<file path="config.mk">
export PLATFORM = sky130hd
export DESIGN_NAME = operand_pair_loader
export DESIGN_NICKNAME = d
export VERILOG_FILES = /design/src/rtl/operand_pkg.sv /design/src/rtl/sat_counter.sv /design/src/rtl/operand_pair_loader.sv
export SDC_FILE = /design/constraint.sdc
export NUM_CORES = 1
export LEC_CHECK = 0
export BUFFER_PORTS_ARGS = -buffer_cell sky130_fd_sc_hd__buf_2
export CORE_UTILIZATION = 45
export DETAILED_ROUTE_END_ITERATION = 7
export PLACE_DENSITY = 0.71
export SYNTH_ARGS = -nofsm -noshare
export SYNTH_HDL_FRONTEND = slang
export SYNTH_SLANG_ARGS = --single-unit
</file>
<file path="constraint.sdc">
create_clock -name clock -period 3.4 [get_ports clock]
set_input_delay 0.17 -clock clock [delete_from_list [all_inputs] [get_ports clock]]
set_output_delay 0.17 -clock clock [all_outputs]
set_load 0.005 [all_outputs]
</file>
<file path="src/rtl/operand_pkg.sv">
// Shared types for the operand pair loader and its neighbours.
package operand_pkg;
    localparam int OPERAND_W = 64;

    typedef enum logic [1:0] {
        EMPTY  = 2'd0,
        HAVE_A = 2'd1,
        PAIR   = 2'd2
    } state_t;

    typedef struct packed {
        logic [OPERAND_W-1:0] a;
        logic [OPERAND_W-1:0] b;
    } pair_t;
endpackage

</file>
<file path="src/rtl/sat_counter.sv">
// Event counter that sticks at all-ones instead of wrapping.
module sat_counter #(
    parameter int CNT_W = 16
) (
    input  logic             clock,
    input  logic             reset_n,
    input  logic             inc,
    output logic [CNT_W-1:0] count
);
    logic [CNT_W-1:0] r_count;

    always_ff @(posedge clock or negedge reset_n) begin
        if (!reset_n) begin
            r_count <= '0;
        end else if (inc && (r_count != {CNT_W{1'b1}})) begin
            r_count <= r_count + {{(CNT_W-1){1'b0}}, 1'b1};
        end
    end

    assign count = r_count;
endmodule

</file>
<file path="src/rtl/operand_pair_loader.sv">
// Packs a 64-bit word stream into (a, b) operand pairs behind a valid/ready output.
module operand_pair_loader
    import operand_pkg::*;
#(
    parameter int WIDTH = OPERAND_W,
    parameter int CNT_W = 16
) (
    input  logic             clock,
    input  logic             reset_n,
    input  logic             flush,
    input  logic             in_valid,
    output logic             in_ready,
    input  logic [WIDTH-1:0] in_data,
    input  logic             in_last,
    output logic             out_valid,
    input  logic             out_ready,
    output logic [WIDTH-1:0] out_a,
    output logic [WIDTH-1:0] out_b,
    output logic [CNT_W-1:0] pair_count,
    output logic             odd_err
);
    state_t           r_state;
    logic [WIDTH-1:0] r_a;
    logic [WIDTH-1:0] r_b;
    logic             r_odd;
    logic             w_in_fire;
    logic             w_out_fire;

    // In PAIR the slot frees only as the consumer takes it, so ready passes through.
    assign in_ready   = !flush && ((r_state == PAIR) ? out_ready : 1'b1);
    assign out_valid  = !flush && (r_state == PAIR);
    assign w_in_fire  = in_valid & in_ready;
    assign w_out_fire = out_valid & out_ready;

    always_ff @(posedge clock or negedge reset_n) begin
        if (!reset_n) begin
            r_state <= EMPTY;
            r_a     <= '0;
            r_b     <= '0;
            r_odd   <= 1'b0;
        end else if (flush) begin
            r_state <= EMPTY;
        end else begin
            case (r_state)
                EMPTY: begin
                    if (w_in_fire) begin
                        if (in_last) begin
                            r_odd <= 1'b1;
                        end else begin
                            r_a     <= in_data;
                            r_state <= HAVE_A;
                        end
                    end
                end
                HAVE_A: begin
                    if (w_in_fire) begin
                        r_b     <= in_data;
                        r_state <= PAIR;
                    end
                end
                PAIR: begin
                    if (w_out_fire) begin
                        if (w_in_fire && !in_last) begin
                            r_a     <= in_data;
                            r_state <= HAVE_A;
                        end else begin
                            if (w_in_fire) r_odd <= 1'b1;
                            r_state <= EMPTY;
                        end
                    end
                end
                default: r_state <= EMPTY;
            endcase
        end
    end

    sat_counter #(.CNT_W(CNT_W)) u_pair_cnt (
        .clock  (clock),
        .reset_n(reset_n),
        .inc    (w_out_fire),
        .count  (pair_count)
    );

    assign out_a   = r_a;
    assign out_b   = r_b;
    assign odd_err = r_odd;
endmodule

</file>
==> results of run 1 <==
-- critical path: cells and delay by family (launching register included) --
family | cells | cell delay [ns]
muxes | 1 | 0.37
and+or+nand+nor | 3 | 0.96
DFF | 1 | 0.44
buffers and inverters | 1 | 0.43
-- kinds of logic (layout without fill, tap and decap cells) --
logic type | after synthesis | count (layout) | share of synthesized area, %
fa+ha+maj | 1 | 1 | 0.208
flops | 147 | 147 | 61.1
mux | 130 | 130 | 28.1
compound gates | 2 | 2 | 0.333
xor+xnor | 14 | 14 | 2.04
buf+inv | 16 | 309 | 2.91
simple gates | 51 | 51 | 5.30
-- cell usage in the layout (no fill, tap or decap), drive strengths merged, types with 2 or more instances in the layout --
cell type,Yosys,layout
nand3,5,5
clkbuf,0,25
nor2,9,9
nor3b,2,2
dlygate4sd3,0,59
nand2b,2,2
dfrtp,147,147
nor4,5,5
clkinv,0,2
mux2,130,130
nand2,7,7
xor2,14,14
nor3,5,5
nor4b,2,2
buf,15,220
nand4,6,6
-- through the flow --
stage / area, um^2 / setup slack, ns / hold WS, ns / power [W]
after CTS: 8350 / 1.03 / 0.000425 / 0.00534
after global placement: 7200 / 1.16 / 0.265 / 0.00345
final: 8350 / 1.06 / 0.0247 / 0.00529
after floorplan: 6020 / 1.62 / -0.126 / 0.00291
after detailed placement: 7200 / 1.05 / 0.270 / 0.00350
after global routing: 8350 / 0.938 / 0.0143 / 0.00554
-- Yosys cell counts (all sizes together) --
master    n  area, um^2
or2       1        6.26
and2      1        6.26
buf      15         171
and3      1        6.26
inv       1        3.75
nand2b    2        15.0
nor4b     2        17.5
mux2    130        1690
or4       1        11.3
nor3b     2        15.0
or3       1        6.26
nor4      5        52.6
xor2     14         123
dfrtp   147        3680
nand3b    1        7.51
nand3     5        25.0
nor4bb    1        10.0
nor2b     1        6.26
nand4     6        43.8
nor3      5        25.0
o32a      1        10.0
ha        1        12.5
nor2      9        36.3
a41o      1        10.0
nand2     7        28.8
-- sequential cells by signal (all words and copies together), names as in the netlist --
signal	count
odd_err	1
out_a	64
out_b	64
r_state	2
u_pair_cnt.count	16
-- worst max-delay path by stage --
stage | from | endpoint | slack, ns
finish | r_state[1] | out_a[1] | 1.06
CTS | r_state[1] | out_a[1] | 1.03
floorplan | u_pair_cnt.count[0] | u_pair_cnt.count[12] | 1.62
global route | r_state[1] | out_a[1] | 0.94
detailed placement | r_state[1] | out_a[1] | 1.05
global placement | r_state[1] | out_a[1] | 1.16
-- cell type report --
cell class | count | area share, %
clock buffer | 25 | 6.17
multi-input combinational | 198 | 26.0
clock inverter | 4 | 0.569
tap | 172 | 2.58
timing repair buffer | 279 | 20.6
inverter | 1 | 0.0450
sequential | 147 | 44.1
-- routing by layer --
metal,part of all wire [%],vias to the layer above
li1,-,1851
met1,43,2039
met2,49,163
met3,5.0,31
met4,2.7,0
met5,0,-
-- power by group --
part | total [W] | internal (W) | switching [W]
clock | 0.00176 | 0.00111 | 0.000650
combinational | 0.00116 | 0.000731 | 0.000427
sequential | 0.00237 | 0.00215 | 0.000218
total | 0.00529 | 0.00399 | 0.00130
==> results.yml, run 1 <==
run_status:
  status: "completed"
detailed_routing:
  detail_route.vias_per_cell: 4.94
  drt-initial-drc-count: 182
  drtAntennaViolNets: 0
  wl_mm: 13.4
  total_via_count_in_the_routed_design: 4084
  drc_errors: 0
  wl_per_cell_um: 16.2
  detail_route.first_pass.iterations: 4
global_route:
  grt_first_pass_wirelength_mm: 22.1
  globalRoute.busiestLayer: "met2"
  antenna_found_initial: 0
  met3_usage_grt_pct: 4.89
  grt_pass1_vias: 4339
  met1_usage_pct: 25.0
  grt.total_usage_pct: 20.3
  global_route.usage.met2_pct: 33.2
  globalRoute.totalOverflow: 0
  grt_max_degree: 88
critical_path:
  r2r.worst_path.cells: 5
  setup.worst_path.class: "flip-flop to flip-flop"
  type_of_destination_of_the_critical_path: "flip-flop"
  worstPathMaxFanout: 50
  longest_individual_stage_delay_on_the_worst_path_ns: 0.76
  r2r-start: "r_state[1]"
  worst-endpoint-arrival_ns: 2.62
  timing.critical_path.from_type: "flip-flop"
  cells_along_the_critical_path: "nand2b_2, nand2_2, or4_4, buf_4, mux2_2"
  r2r_end: "out_a[1]"
  regToRegSetupSlack_ns: 1.06
  data_required_time_at_the_worst_endpoint_ns: 3.68
  crit_path_top_delay_cell: "sky130_fd_sc_hd__or4_4"
pwr:
  p_leak_nw: 4.32
  power-per-cell-area_nw_per_um2: 633
  ir_worst_vdd_v: 0.000326
synth:
  netlist-cell-type-count: 34
  synth_fp_nets: 432
  ys.warnings.count: 0
  post_synth.cell_area_avg_um2: 16.7
  mappedNetlistArea_um2: 6020
  ys_seq_area_share_pct: 61.1
  synth-seq-cells: 147
  netlist_instances: 361
sta:
  fin_setup_tns_ns: 0
  timing.max_slew.rel_slack_pct: 35.0
  max_freq_ghz: 0.427
  timing.final.setup_violations: 0
  final.period_utilization_pct: 68.8
  post-route-min-period_ns: 2.34
  report.final.slew_viol_count: 0
  grt_setup_unrepaired: "false"
  worst_pin_slew_ns: 0.975
  final_hold_viol_count: 0
  final.setup_skew_ns: 0.0100
cells_and_area:
  filler_cell_count: 945
  utilization_pct: 65.1
  area_taken_by_multi_input_logic_gates_um2: 2170
  register_area_um2: 3680
  flow.area_growth_from_synthesis_pct: 38.8
  post_layout_nonfiller_instances: 826
  count_of_antenna_diodes_in_the_layout: 0
  layout-drive-gt1-share_pct: 58.9
  design.final.nets: 715
die:
  die-height_um: 118
  die_area_um2: 13800
  chipWidth_um: 118
  area_of_the_core_um2: 12800
  rows: 41
  design.portCount: 217
  initial_core_util_pct: 46.9
clocking:
  clk_transition_reported_paths_ns: 0.06
  cts-resized-gates: 0
  cts_hold_buffers: 59
  worstSkewPairLatency_ns: 0.41
  tritoncts_clock_tree: "done"
  cts-root-buf: "sky130_fd_sc_hd__clkbuf_16"
  postCtsSetupBuffers: 0
  clk_path_buf_depth: 2
  clock_sink_total: 147
  cts_inserted_buffers: 17
  cts.htree.levels: 4
min_path:
  hold_path_depth: 2
  hold_class: "input pin to flip-flop"
  min_from: "in_data[22]"
  hold_end: "out_a[22]"
place:
  placed_cells: 738
  port_buffers: 216
  globalplace.congestion: 0.769
  placed_wire_length_estimate_after_detailed_placement_mm: 8.83
flow_run:
  cap_violations: 0
(Power assumes the default switching activity.)
==> run 2: changes to the inputs <==
==> constraint.sdc (replaced) <==
create_clock -name clock -period 2.4 [get_ports clock]
set_input_delay 0.12 -clock clock [delete_from_list [all_inputs] [get_ports clock]]
set_output_delay 0.12 -clock clock [all_outputs]
set_load 0.005 [all_outputs]
==> run 2 against run 1 <==
Net effect:
- die area is the same
- global-route usage grew 1.0 points
- worst hold slack gained 0.0021 ns
- combinational power grew 42%
- critical endpoint is now out_a[17]
- largest cell class unchanged
==> results.yml, run 2 (same netlist as run 1, synthesis figures left out) <==
critical_path:
  regToRegSetupSlack_ns: 0.37
  type_of_destination_of_the_critical_path: "flip-flop"
  timing.critical_path.from_type: "flip-flop"
  r2r_end: "out_a[17]"
  data_required_time_at_the_worst_endpoint_ns: 2.69
  worst-endpoint-arrival_ns: 2.32
  setup.worst_path.class: "flip-flop to flip-flop"
  r2r.worst_path.cells: 5
  r2r-start: "r_state[1]"
  worstPathMaxFanout: 19
sta:
  max_freq_ghz: 0.493
  timing.max_slew.rel_slack_pct: 58.4
  post-route-min-period_ns: 2.03
  layout_setup_ws_ns: 0.374
  fin_setup_tns_ns: 0
  report.final.slew_viol_count: 0
  final.period_utilization_pct: 84.4
  timing.final.setup_violations: 0
  worst_pin_slew_ns: 0.624
  grt_setup_unrepaired: "false"
  final.setup_skew_ns: 0.00422
  final_hold_viol_count: 0
pwr:
  power-per-cell-area_nw_per_um2: 905
  ir_worst_vdd_v: 0.000415
  totalPowerFinal_w: 0.00771
  p_leak_nw: 4.39
clocking:
  tritoncts_clock_tree: "done"
  cts.htree.levels: 4
  cts-resized-gates: 0
  clock_sink_total: 147
  worstSkewPairLatency_ns: 0.41
  clk_transition_reported_paths_ns: 0.06
  postCtsSetupBuffers: 0
  clk_path_buf_depth: 2
  cts_hold_buffers: 67
  cts_inserted_buffers: 17
  cts-root-buf: "sky130_fd_sc_hd__clkbuf_16"
flow_run:
  cap_violations: 0
detailed_routing:
  total_via_count_in_the_routed_design: 4104
  detail_route.vias_per_cell: 4.89
  wl_mm: 13.9
  wl_per_cell_um: 16.6
  drc_errors: 0
  detail_route.first_pass.iterations: 4
  drt-initial-drc-count: 178
  drtAntennaViolNets: 0
global_route:
  grt_max_degree: 69
  antenna_found_initial: 0
  globalRoute.totalOverflow: 0
  grt_first_pass_wirelength_mm: 22.8
  grt.total_usage_pct: 21.3
  grt_pass1_vias: 4366
die:
  design.portCount: 217
  die_area_um2: 13800
  die-height_um: 118
  rows: 41
  area_of_the_core_um2: 12800
  initial_core_util_pct: 46.9
  chipWidth_um: 118
place:
  port_buffers: 216
  globalplace.congestion: 0.796
  placed_wire_length_estimate_after_detailed_placement_mm: 9.06
  pre_cts_ws_ns: 0.373
cells_and_area:
  design.final.nets: 726
  layout-drive-gt1-share_pct: 58.4
  final_common_cell: "sky130_fd_sc_hd__buf_2"
  most-common-layout-cells: "215 x sky130_fd_sc_hd__buf_2, 147 x sky130_fd_sc_hd__dfrtp_1, 70 x sky130_fd_sc_hd__mux2_2"
  filler_cell_count: 921
  count_of_antenna_diodes_in_the_layout: 0
  flow.area_growth_from_synthesis_pct: 41.6
run_status:
  status: "completed"
min_path:
  hold_end: "odd_err"
  min_from: "in_valid"
  hold_path_depth: 2
  hold_class: "input pin to flip-flop"
==> run 2: critical path: stages, from the launching register on <==
cell and delay (ns):
sky130_fd_sc_hd__dfrtp_1 0.43, sky130_fd_sc_hd__nand2b_2 0.12, sky130_fd_sc_hd__nand2_2 0.07, sky130_fd_sc_hd__or4_4 0.61, sky130_fd_sc_hd__buf_4 0.33, sky130_fd_sc_hd__mux2_4 0.34
==> run 2: metal layers <==
metal / up-vias / part of all wire (%) / track usage, %
met1: 2050 / 43 / 26.5
met4: 0 / 2.0 / 9.38
met2: 154 / 50 / 35.0
met5: - / 0 / 0
li1: 1874 / - / -
met3: 26 / 5.4 / 5.52
==> run 2: metrics by stage <==
stage | instance area [um^2] | std cells | hold WS [ns] | util [%]
floorplan | 6020 | 361 | -0.176 | -
global placement | 7240 | 741 | 0.150 | 56.5
detailed placement | 7240 | 741 | 0.157 | 56.5
CTS | 8520 | 840 | 0.00483 | 66.4
global route | 8520 | 840 | 0.0361 | 66.4
finish | 8520 | 840 | 0.0268 | 66.4
==> run 2: report_power, final <==
part / internal (W) / switching (W) / total (W) / leakage [nW]
combinational: 0.00105 / 0.000606 / 0.00165 / 2.30
sequential: 0.00305 / 0.000315 / 0.00337 / 1.80
clock: 0.00171 / 0.000977 / 0.00269 / 0.289
total: 0.00581 / 0.00190 / 0.00771 / 4.39
==> run 2: how the worst max path moves through the flow <==
| stage | to | start | slack [ns] |
|---|---|---|---|
| finish | out_a[17] | r_state[1] | 0.37 |
| global route | out_a[17] | r_state[1] | 0.28 |
| CTS | out_a[29] | r_state[1] | 0.37 |
| detailed placement | out_a[24] | r_state[1] | 0.37 |
| global placement | out_a[31] | r_state[1] | 0.46 |
| floorplan | u_pair_cnt.count[12] | u_pair_cnt.count[0] | 0.62 |
==> run 2: final cells by class <==
class	instances	area (um^2)	area share (%)
Sequential cell	147	3680	43.2
Multi-Input combinational cell	198	2170	25.5
Timing Repair Buffer	290	1850	21.7
Clock buffer	23	478	5.61
Tap cell	172	215	2.53
Clock inverter	9	128	1.50
Inverter	1	3.75	0.0441
